`src/rtl/vga_pkg.sv`:
```
// Shared VGA timing description: the timing record, the stock 640x480@60 mode
// and a helper that sizes a whole frame in pixel clocks.
package vga_pkg;

    typedef struct packed {
        int unsigned h_active;
        int unsigned h_fp;
        int unsigned h_sync;
        int unsigned h_bp;
        int unsigned v_active;
        int unsigned v_fp;
        int unsigned v_sync;
        int unsigned v_bp;
    } vga_timing_t;

    localparam vga_timing_t VGA_640X480_60 = '{
        h_active: 640, h_fp: 16, h_sync: 96, h_bp: 48,
        v_active: 480, v_fp: 10, v_sync: 2,  v_bp: 33
    };

    // Pixel clocks per complete frame (line length times line count).
    function automatic int unsigned total(vga_timing_t t);
        return (t.h_active + t.h_fp + t.h_sync + t.h_bp) *
               (t.v_active + t.v_fp + t.v_sync + t.v_bp);
    endfunction

endpackage

```
`src/rtl/vga_axis_counter.sv`:
```
// One raster axis: a wrapping position counter plus active/sync region decode.
// Used for both the pixel (horizontal) and line (vertical) axes.
module vga_axis_counter #(
    parameter int unsigned ACTIVE = 4,
    parameter int unsigned FP     = 1,
    parameter int unsigned SYNC   = 1,
    parameter int unsigned BP     = 1,
    localparam int unsigned TOTAL = ACTIVE + FP + SYNC + BP,
    localparam int W              = $clog2(TOTAL)
) (
    input  logic         clk,
    input  logic         rst,
    input  logic         inc,
    output logic [W-1:0] cnt,
    output logic         wrap,
    output logic         active,
    output logic         sync_region
);

    // Every boundary is below TOTAL (BP >= 1), so all fit in W bits.
    localparam logic [W-1:0] LAST    = W'(TOTAL - 1);
    localparam logic [W-1:0] ACT_END = W'(ACTIVE);
    localparam logic [W-1:0] SYNC_LO = W'(ACTIVE + FP);
    localparam logic [W-1:0] SYNC_HI = W'(ACTIVE + FP + SYNC);

    assign wrap        = inc && (cnt == LAST);
    assign active      = (cnt < ACT_END);
    assign sync_region = (cnt >= SYNC_LO) && (cnt < SYNC_HI);

    always_ff @(posedge clk) begin
        if (rst)
            cnt <= '0;
        else if (inc)
            cnt <= wrap ? '0 : cnt + 1'b1;
    end

endmodule

```
`src/rtl/vga_timing_gen.sv`:
```
// VGA raster timing generator: two axis counters feeding one register stage of
// sync, data-enable, coordinate and line/frame pulse outputs.
module vga_timing_gen
    import vga_pkg::*;
#(
    parameter int unsigned H_ACTIVE  = VGA_640X480_60.h_active,
    parameter int unsigned H_FP      = VGA_640X480_60.h_fp,
    parameter int unsigned H_SYNC    = VGA_640X480_60.h_sync,
    parameter int unsigned H_BP      = VGA_640X480_60.h_bp,
    parameter int unsigned V_ACTIVE  = VGA_640X480_60.v_active,
    parameter int unsigned V_FP      = VGA_640X480_60.v_fp,
    parameter int unsigned V_SYNC    = VGA_640X480_60.v_sync,
    parameter int unsigned V_BP      = VGA_640X480_60.v_bp,
    parameter int unsigned HSYNC_POL = 0,
    parameter int unsigned VSYNC_POL = 0,
    localparam int unsigned H_TOTAL  = H_ACTIVE + H_FP + H_SYNC + H_BP,
    localparam int unsigned V_TOTAL  = V_ACTIVE + V_FP + V_SYNC + V_BP,
    localparam int HW                = $clog2(H_TOTAL),
    localparam int VW                = $clog2(V_TOTAL)
) (
    input  logic          clk,
    input  logic          rst,
    input  logic          en,
    output logic          hsync,
    output logic          vsync,
    output logic          de,
    output logic [HW-1:0] pixel_x,
    output logic [VW-1:0] pixel_y,
    output logic          line_start,
    output logic          frame_start
);

    if (H_ACTIVE == 0 || H_FP == 0 || H_SYNC == 0 || H_BP == 0 ||
        V_ACTIVE == 0 || V_FP == 0 || V_SYNC == 0 || V_BP == 0) begin : g_bad_zero
        $error("vga_timing_gen: every timing parameter must be non-zero");
    end
    if (HSYNC_POL > 1 || VSYNC_POL > 1) begin : g_bad_pol
        $error("vga_timing_gen: sync polarity parameters must be 0 or 1");
    end

    localparam logic HS_ON = HSYNC_POL[0];
    localparam logic VS_ON = VSYNC_POL[0];

    logic [HW-1:0] h_cnt;
    logic [VW-1:0] v_cnt;
    logic          h_wrap, h_act, h_sync_rgn;
    logic          v_wrap, v_act, v_sync_rgn;
    logic          frame_head;

    vga_axis_counter #(
        .ACTIVE(H_ACTIVE), .FP(H_FP), .SYNC(H_SYNC), .BP(H_BP)
    ) u_h (
        .clk         (clk),
        .rst         (rst),
        .inc         (en),
        .cnt         (h_cnt),
        .wrap        (h_wrap),
        .active      (h_act),
        .sync_region (h_sync_rgn)
    );

    vga_axis_counter #(
        .ACTIVE(V_ACTIVE), .FP(V_FP), .SYNC(V_SYNC), .BP(V_BP)
    ) u_v (
        .clk         (clk),
        .rst         (rst),
        .inc         (h_wrap),
        .cnt         (v_cnt),
        .wrap        (v_wrap),
        .active      (v_act),
        .sync_region (v_sync_rgn)
    );

    // frame_head is high exactly while the counters sit at (0,0); tracking it
    // from the wraps avoids a full-width compare of both counters.
    always_ff @(posedge clk) begin
        if (rst) begin
            pixel_x     <= '0;
            pixel_y     <= '0;
            de          <= 1'b0;
            hsync       <= ~HS_ON;
            vsync       <= ~VS_ON;
            line_start  <= 1'b0;
            frame_start <= 1'b0;
            frame_head  <= 1'b1;
        end else if (en) begin
            pixel_x     <= h_cnt;
            pixel_y     <= v_cnt;
            de          <= h_act && v_act;
            hsync       <= h_sync_rgn ? HS_ON : ~HS_ON;
            vsync       <= v_sync_rgn ? VS_ON : ~VS_ON;
            line_start  <= (h_cnt == '0);
            frame_start <= frame_head;
            frame_head  <= h_wrap && v_wrap;
        end else begin
            // Stalled cycle: position and levels hold, pulses must not repeat.
            line_start  <= 1'b0;
            frame_start <= 1'b0;
        end
    end

endmodule

```
`config.mk`:
```
export PLATFORM = sky130hd
export DESIGN_NAME = vga_timing_gen
export DESIGN_NICKNAME = d
export VERILOG_FILES = /design/src/rtl/vga_pkg.sv /design/src/rtl/vga_axis_counter.sv /design/src/rtl/vga_timing_gen.sv
export SDC_FILE = /design/constraint.sdc
export NUM_CORES = 1
export LEC_CHECK = 0
export ABC_CLOCK_PERIOD_IN_PS = 4900
export CAP_MARGIN = 5
export CORE_ASPECT_RATIO = 1.4
export CORE_MARGIN = 5
export CORE_UTILIZATION = 40
export CTS_CLUSTER_SIZE = 20
export DETAILED_ROUTE_END_ITERATION = 12
export GPL_TIMING_DRIVEN = 1
export PLACE_DENSITY = 0.62
export SKIP_CTS_REPAIR_TIMING = 1
export SLEW_MARGIN = 5
export SYNTH_ARGS = -nofsm -noshare
export SYNTH_HDL_FRONTEND = slang
export SYNTH_SLANG_ARGS = --single-unit
```
`constraint.sdc`:
```
create_clock -name clk -period 4.9 [get_ports clk]
set_input_delay 1.47 -clock clk [delete_from_list [all_inputs] [get_ports clk]]
set_output_delay 1.47 -clock clk [all_outputs]
set_load 0.05 [all_outputs]
```
==> impl_summary.log, run 1 <==
[metrics] Tot GR Track Use: 13.8%
[metrics] final global-route overflow total: 0
[metrics] drt initial violations: 88
[metrics] num rows: 30
[metrics] Clock H-tree levels: 2
[metrics] die area: 6400 um2
[metrics] final worst path period share: 71.3%
[metrics] worst slack at placement: 1.06 ns
[metrics] number of global-route vias before repair: 1488
[metrics] router iterations before antenna repair: 4
[metrics] clock latency reported for the late side of the worst-skew pair: 0.30 ns
[metrics] routed wire length: 4290 um
[metrics] number of inserted diodes: 0
[metrics] highest-count cells in the layout ignoring fill and taps: sky130_fd_sc_hd__dfxtp_1 (46), sky130_fd_sc_hd__nor2_1 (37), sky130_fd_sc_hd__clkdlybuf4s50_1 (27)
[metrics] Crit path largest cell delay: 0.62 ns
[metrics] total non-filler cell area in the finished layout: 2380 um2
[metrics] gate family responsible for the most delay along the worst path: simple AND/OR/NAND/NOR gates
[metrics] Die Height: 92.7 um
[metrics] clock-pin slew of the registers on the worst-case setup and hold paths: 0.08 ns
[metrics] sort of element at the start of the critical path: input pin
[metrics] average routed wire per standard cell: 14.2 um
[metrics] Highest Clock Rate: 286 MHz
[metrics] leading cell types by total area after synthesis: sky130_fd_sc_hd__dfxtp_1 (47%), sky130_fd_sc_hd__mux2i_1 (10%), sky130_fd_sc_hd__nor2_1 (7.1%)
[metrics] leading cell type in the layout, fill and taps excluded: sky130_fd_sc_hd__dfxtp_1
[metrics] largest net degree at the start of global routing: 33
[metrics] GPL Wtd Cong: 0.815
[metrics] final cell count without fillers: 303
[metrics] Mapped Area: 1950 um2
[metrics] num ports: 28
[metrics] Critical-path top delay cell: sky130_fd_sc_hd__or4b_1
[metrics] area share of the leading cell type in the synthesized netlist: 47.1%
[metrics] sequential area share after synthesis: 47.1%
[metrics] outcome: completed
[metrics] total power density per cell area: 291 nW/um2
[metrics] gate count of the mapped netlist: 216
[metrics] via/cell ratio: 5.14
[metrics] setup violators final: 0
[metrics] post-placement cell count: 295
[metrics] RSZ-0062 raised after global routing: false
[metrics] largest clock skew in the final design: 0.00351 ns
[metrics] Slew HR: 56.6%
[metrics] worst endpoint data arrival time: 3.73 ns
[metrics] Initial Utilization: 40.7%
[metrics] worst setup path class: input pin to register
[metrics] post-route setup slack: 1.41 ns
[metrics] number of antenna violations at the first check in global routing: 0
[metrics] time the final worst path needs with I/O delays and setup: 3.49 ns
[metrics] Inserted Clock Buffers: 5
[metrics] crit path cell chain: clkdlybuf4s50_1 -> or4b_1 -> or4_4 -> or4_1 -> a21oi_1
[metrics] net count of the mapped netlist: 223
[metrics] DP Wirelength: 2970 um
[metrics] core area: 4800 um2
[metrics] count of final hold-check violations: 0
[metrics] placed cell areas: 2270 um2
[metrics] remaining number of nets flagged by the antenna check after routing: 0
[metrics] sum of negative setup slack: 0 ns
[metrics] worst IR drop on VDD: 0.000197 V
[metrics] net count of the finished layout: 245
[metrics] clock root buffer: sky130_fd_sc_hd__clkbuf_8
[metrics] Vias: 1558
[metrics] combined buffer and inverter count along the critical path: 1
[metrics] port buffer count: 27
[metrics] syn avg cell area: 9.05 um2
[metrics] first-pass GRT wire length: 7010 um
[metrics] count of warnings emitted by yosys: 0
[metrics] die width: 69.1 um
[metrics] proportion of layout cells with a drive suffix above 1: 5.44%
[metrics] clock tree from TritonCTS: done
[metrics] leakage power summed over all cells: 0.865 nW
[metrics] clock sinks: 46
[metrics] area leader, netlist: sky130_fd_sc_hd__dfxtp_1
[metrics] final routed DRC violation total: 0
[metrics] maximum fanout count along the critical path: 10
[metrics] element type at the critical path end: register
[metrics] maximum capacitance violations: 0
[metrics] Final Max Tran Viols: 0
[metrics] Req. time, crit path: 5.13 ns
[metrics] layout overhead on the synthesized area: 21.6%
[metrics] synthesis-stage register bit count: 46
[metrics] count of distinct cell types in the synthesized netlist: 34
[metrics] maximum buffer depth of the clock tree: 2
[metrics] hold crit path type: register to register
[metrics] transition time at the pin with the least slew margin: 0.649 ns
worst paths after layout:
kind / start / endpoint / slack, ns / cells past startpoint
worst max-delay path: en / u_v.cnt[9] / 1.41 / 5
worst min-delay path: frame_head / frame_start / 0.44 / 2
worst max register to register: u_h.cnt[5] / u_v.cnt[9] / 2.55 / 4
worst min register to register: frame_head / frame_start / 0.44 / 2
metrics by stage:
stage                     power [mW]  hold WS [ns]  utilization [%]
after detailed placement       0.437         0.432             47.2
final                          0.692         0.438             49.5
after floorplan                0.422         0.419                -
after CTS                      0.702         0.444             49.5
after global routing           0.718         0.454             49.5
after global placement         0.436         0.428             47.2
sequential cells by signal, summed over array words and instances (netlist names):
signal       cells
pixel_x         10
pixel_y         10
u_h.cnt         10
u_v.cnt         10
de               1
frame_head       1
frame_start      1
hsync            1
line_start       1
vsync            1
Yosys cell counts:
master	instances
sky130_fd_sc_hd__or4b_1	1
sky130_fd_sc_hd__or3b_2	1
sky130_fd_sc_hd__nor2_1	37
sky130_fd_sc_hd__o311ai_0	2
sky130_fd_sc_hd__or4b_2	1
sky130_fd_sc_hd__nand4b_1	1
sky130_fd_sc_hd__nor4b_1	1
sky130_fd_sc_hd__nand2_1	13
sky130_fd_sc_hd__nand2b_1	2
sky130_fd_sc_hd__xnor2_1	9
sky130_fd_sc_hd__a21oi_1	7
sky130_fd_sc_hd__o31ai_1	1
sky130_fd_sc_hd__dfxtp_1	46
sky130_fd_sc_hd__a21o_1	1
sky130_fd_sc_hd__nor4_1	8
sky130_fd_sc_hd__nand4_1	9
sky130_fd_sc_hd__nand3_1	7
sky130_fd_sc_hd__nor4bb_1	1
sky130_fd_sc_hd__inv_1	6
sky130_fd_sc_hd__or4_1	1
sky130_fd_sc_hd__buf_1	5
sky130_fd_sc_hd__ha_1	4
sky130_fd_sc_hd__or3_1	3
sky130_fd_sc_hd__xor2_1	4
sky130_fd_sc_hd__mux2i_1	20
sky130_fd_sc_hd__a31oi_1	2
sky130_fd_sc_hd__or4_4	1
sky130_fd_sc_hd__and3_1	1
sky130_fd_sc_hd__buf_2	1
sky130_fd_sc_hd__clkbuf_1	8
sky130_fd_sc_hd__o21ai_0	2
sky130_fd_sc_hd__nor3_1	6
sky130_fd_sc_hd__o21bai_1	3
sky130_fd_sc_hd__and4_1	1
tightest hold or removal path: stages (launching register included):
cell and delay [ns]:
sky130_fd_sc_hd__dfxtp_1 0.31, sky130_fd_sc_hd__nand2_1 0.06, sky130_fd_sc_hd__nor2_1 0.03
kinds of logic after synthesis:
family | share of synthesized area (%)
buffers and inverters | 3.91
adders and majority gates | 2.56
and+or+nand+nor | 24.6
DFF | 47.1
xor gates and xnor gates | 5.83
muxes | 10.2
AOI/OAI and AO/OA | 5.76
layer usage:
layer	vias to the layer above	share of wire (%)	track usage (%)
met3	12	3.3	3.15
met4	0	3.7	8.79
li1	794	-	-
met5	-	0	0
met1	718	42	14.9
met2	34	51	24.0
area by class of cell:
| class | count | area, um2 |
|---|---|---|
| multi-input cells | 150 | 957 |
| clock buffers | 8 | 110 |
| repair buffers | 29 | 285 |
| fillers | 511 | 2430 |
| inverters | 6 | 22.5 |
| well taps | 64 | 80.1 |
| flip-flops and latches | 46 | 921 |
power by group:
group / internal, mW / switching (mW)
combinational: 0.0157 / 0.0282
sequential: 0.379 / 0.00447
clock: 0.142 / 0.122
total: 0.537 / 0.155
Note: power is estimated with default switching activity, not from simulation.
==> run 2, diff against run 1 <==
--- a/config.mk
+++ b/config.mk
@@ -5,7 +5,7 @@
 export SDC_FILE = /design/constraint.sdc
 export NUM_CORES = 1
 export LEC_CHECK = 0
-export ABC_CLOCK_PERIOD_IN_PS = 4900
+export ABC_CLOCK_PERIOD_IN_PS = 3430
 export CAP_MARGIN = 5
 export CORE_ASPECT_RATIO = 1.4
 export CORE_MARGIN = 5
==> constraint.sdc (replaced) <==
create_clock -name clk -period 3.43 [get_ports clk]
set_input_delay 1.029 -clock clk [delete_from_list [all_inputs] [get_ports clk]]
set_output_delay 1.029 -clock clk [all_outputs]
set_load 0.05 [all_outputs]
==> run 2 against run 1 <==
Net effect:
- highest routed layer unchanged
- global-route usage up 0.78 points
- sequential power up 43%
- power up 44%
- die area unchanged
- combinational power up 49%
- wire length up 2.1%
- clock power up 43%
- worst setup slack worse by 0.83 ns
- core utilization up 0.47 points
==> impl_summary.log, run 2 (synthesis results as in run 1) <==
[metrics] total non-filler cell area in the finished layout: 2400 um2 (was 2380 um2)
[metrics] first-pass GRT wire length: 7540 um (was 7010 um)
[metrics] hold crit path type: register to register (unchanged)
[metrics] RSZ-0062 raised after global routing: false (unchanged)
[metrics] count of final hold-check violations: 0 (unchanged)
[metrics] clock latency reported for the late side of the worst-skew pair: 0.30 ns (about the same)
[metrics] worst slack at placement: 0.266 ns (was 1.06 ns)
[metrics] part of the total power dissipated in the clock network: 38.3% (about the same)
[metrics] Inserted Clock Buffers: 5 (unchanged)
[metrics] number of global-route vias before repair: 1576 (was 1488)
[metrics] Crit path largest cell delay: 0.51 ns (was 0.62 ns)
[metrics] R2R setup slack: 1.14 ns (was 2.55 ns)
[metrics] sort of element at the start of the critical path: input pin (unchanged)
[metrics] core area: 4800 um2 (unchanged)
[metrics] layout overhead on the synthesized area: 22.7% (was 21.6%)
[metrics] post-route setup slack: 0.571 ns (was 1.41 ns)
[metrics] port buffer count: 27 (unchanged)
[metrics] maximum buffer depth of the clock tree: 2 (unchanged)
[metrics] final global-route overflow total: 0 (unchanged)
[metrics] Hold Crit Start: frame_head (unchanged)
[metrics] leading cell type in the layout, fill and taps excluded: sky130_fd_sc_hd__dfxtp_1 (unchanged)
[metrics] final core utilization: 49.9% (was 49.5%)
[metrics] largest net degree at the start of global routing: 31 (was 33)
[metrics] outcome: completed (unchanged)
[metrics] sw frac: 22.6% (was 22.4%)
[metrics] die width: 69.1 um (unchanged)
[metrics] worst IR drop on VDD: 0.000174 V (was 0.000197 V)
[metrics] Clock H-tree levels: 2 (unchanged)
[metrics] total area of sequential cells: 921 um2 (unchanged)
[metrics] Vias: 1615 (was 1558)
[metrics] transition time at the pin with the least slew margin: 0.503 ns (was 0.649 ns)
[metrics] switching power of the nets: 225 uW (was 155 uW)
[metrics] remaining number of nets flagged by the antenna check after routing: 0 (unchanged)
[metrics] largest clock skew in the final design: 0.00321 ns (was 0.00351 ns)
[metrics] maximum fanout count along the critical path: 4 (was 10)
[metrics] leakage power summed over all cells: 0.879 nW (was 0.865 nW)
[metrics] worst endpoint data arrival time: 3.10 ns (was 3.73 ns)
[metrics] final-layout fill cell count: 501 (was 511)
[metrics] DP Wirelength: 3070 um (was 2970 um)
[metrics] net count of the finished layout: 248 (was 245)
[metrics] element type at the critical path end: register (unchanged)
[metrics] total area of multi-input combinational cells: 957 um2 (unchanged)
[metrics] drt initial violations: 70 (was 88)
[metrics] end point of the critical path: u_v.cnt[9] (unchanged)
[metrics] total design power: 994 uW (was 692 uW)
[metrics] num rows: 30 (unchanged)
[metrics] Pint: 769 uW (was 537 uW)
[metrics] post-placement cell count: 298 (was 295)
[metrics] highest-count cells in the layout ignoring fill and taps: sky130_fd_sc_hd__dfxtp_1 (46), sky130_fd_sc_hd__nor2_1 (37), sky130_fd_sc_hd__clkdlybuf4s50_1 (27) (unchanged)
[metrics] final worst path period share: 83.4%
[metrics] num ports: 28 (unchanged)
[metrics] startpoint of the lowest-slack register-to-register path: u_h.cnt[4] (was u_h.cnt[5])
[metrics] number of antenna violations at the first check in global routing: 0 (unchanged)
[metrics] placed cell areas: 2290 um2 (was 2270 um2)
[metrics] GPL Wtd Cong: 0.822 (was 0.815)
[metrics] Die Height: 92.7 um (unchanged)
[metrics] Reg power frac: 55.1% (was 55.4%)
[metrics] sum of negative setup slack: 0 ns (unchanged)
[metrics] routed wire length: 4380 um (was 4290 um)
[metrics] Initial Utilization: 40.7% (unchanged)
[metrics] setup violators final: 0 (unchanged)
[metrics] average routed wire per standard cell: 14.3 um (was 14.2 um)
[metrics] final cell count without fillers: 306 (was 303)
[metrics] maximum capacitance violations: 0 (unchanged)
[metrics] Highest Clock Rate: 350 MHz
[metrics] Tot GR Track Use: 14.6% (was 13.8%)
[metrics] clock tree from TritonCTS: done (unchanged)
[metrics] combinational share of power: 6.6% (was 6.3%)
[metrics] final routed DRC violation total: 0 (unchanged)
[metrics] r2r endpoint: u_v.cnt[9] (unchanged)
[metrics] Slew HR: 66.4% (was 56.6%)
[metrics] crit path cell chain: clkdlybuf4s50_1 -> or4b_1 -> or4_4 -> or4_1 -> a21oi_1 (unchanged)
[metrics] worst setup path class: input pin to register (unchanged)
[metrics] Worst Hold Slack: 0.442 ns (was 0.438 ns)
[metrics] number of inserted diodes: 0 (unchanged)
[metrics] first element of the critical path: en (unchanged)
[metrics] proportion of layout cells with a drive suffix above 1: 6.61% (was 5.44%)
[metrics] Final Max Tran Viols: 0 (unchanged)
[metrics] router iterations before antenna repair: 5 (was 4)
[metrics] time the final worst path needs with I/O delays and setup: 2.86 ns
[metrics] clock-pin slew of the registers on the worst-case setup and hold paths: 0.08 ns (about the same)
[metrics] die area: 6400 um2 (unchanged)
[metrics] Req. time, crit path: 3.67 ns (was 5.13 ns)
[metrics] Critical-path top delay cell: sky130_fd_sc_hd__or4_4 (was sky130_fd_sc_hd__or4b_1)
[metrics] clock sinks: 46 (unchanged)
[metrics] clock root buffer: sky130_fd_sc_hd__clkbuf_8 (unchanged)
[metrics] total power density per cell area: 414 nW/um2 (was 291 nW/um2)
[metrics] depth of the worst register-to-register path: 4 (unchanged)
[metrics] via/cell ratio: 5.28 (was 5.14)
-- run 2: routing by layer --
layer | track usage (%) | vias up | part of all wire, %
met5 | 0 | - | 0
met4 | 8.14 | 0 | 3.2
met3 | 3.69 | 14 | 3.8
met2 | 24.8 | 35 | 51
met1 | 16.5 | 766 | 42
li1 | - | 800 | -
-- run 2: how the worst min path moves through the flow --
stage                        to  depth (start not counted)  slack, ns
floorplan           frame_start                          2       0.42
global placement    frame_start                          2       0.43
detailed placement  frame_start                          2       0.43
CTS                 frame_start                          2       0.44
global route        frame_start                          2       0.49
finish              frame_start                          2       0.44
-- run 2: cell type report --
class                      instances  share of cell area, %
tap                               64                   3.34
sequential                        46                   38.4
clock buffer                       8                   4.59
multi-input combinational        150                   39.9
inverter                           6                  0.939
timing repair buffer              32                   12.8
-- run 2: critical path, delay by kind of cell --
family                 cells  cell delay, ns
AND/OR/NAND/NOR            3            1.45
buffers and inverters      1            0.47
AO/OA/AOI/OAI              1            0.14
-- run 2: power groups by stage --
stage	Sequential, mW	Clock, mW	Combinational, mW
finish	0.548	0.380	0.0656
global route	0.549	0.417	0.0717
CTS	0.548	0.394	0.0664
detailed placement	0.560	0	0.0662
global placement	0.560	0	0.0658
floorplan	0.572	0	0.0321
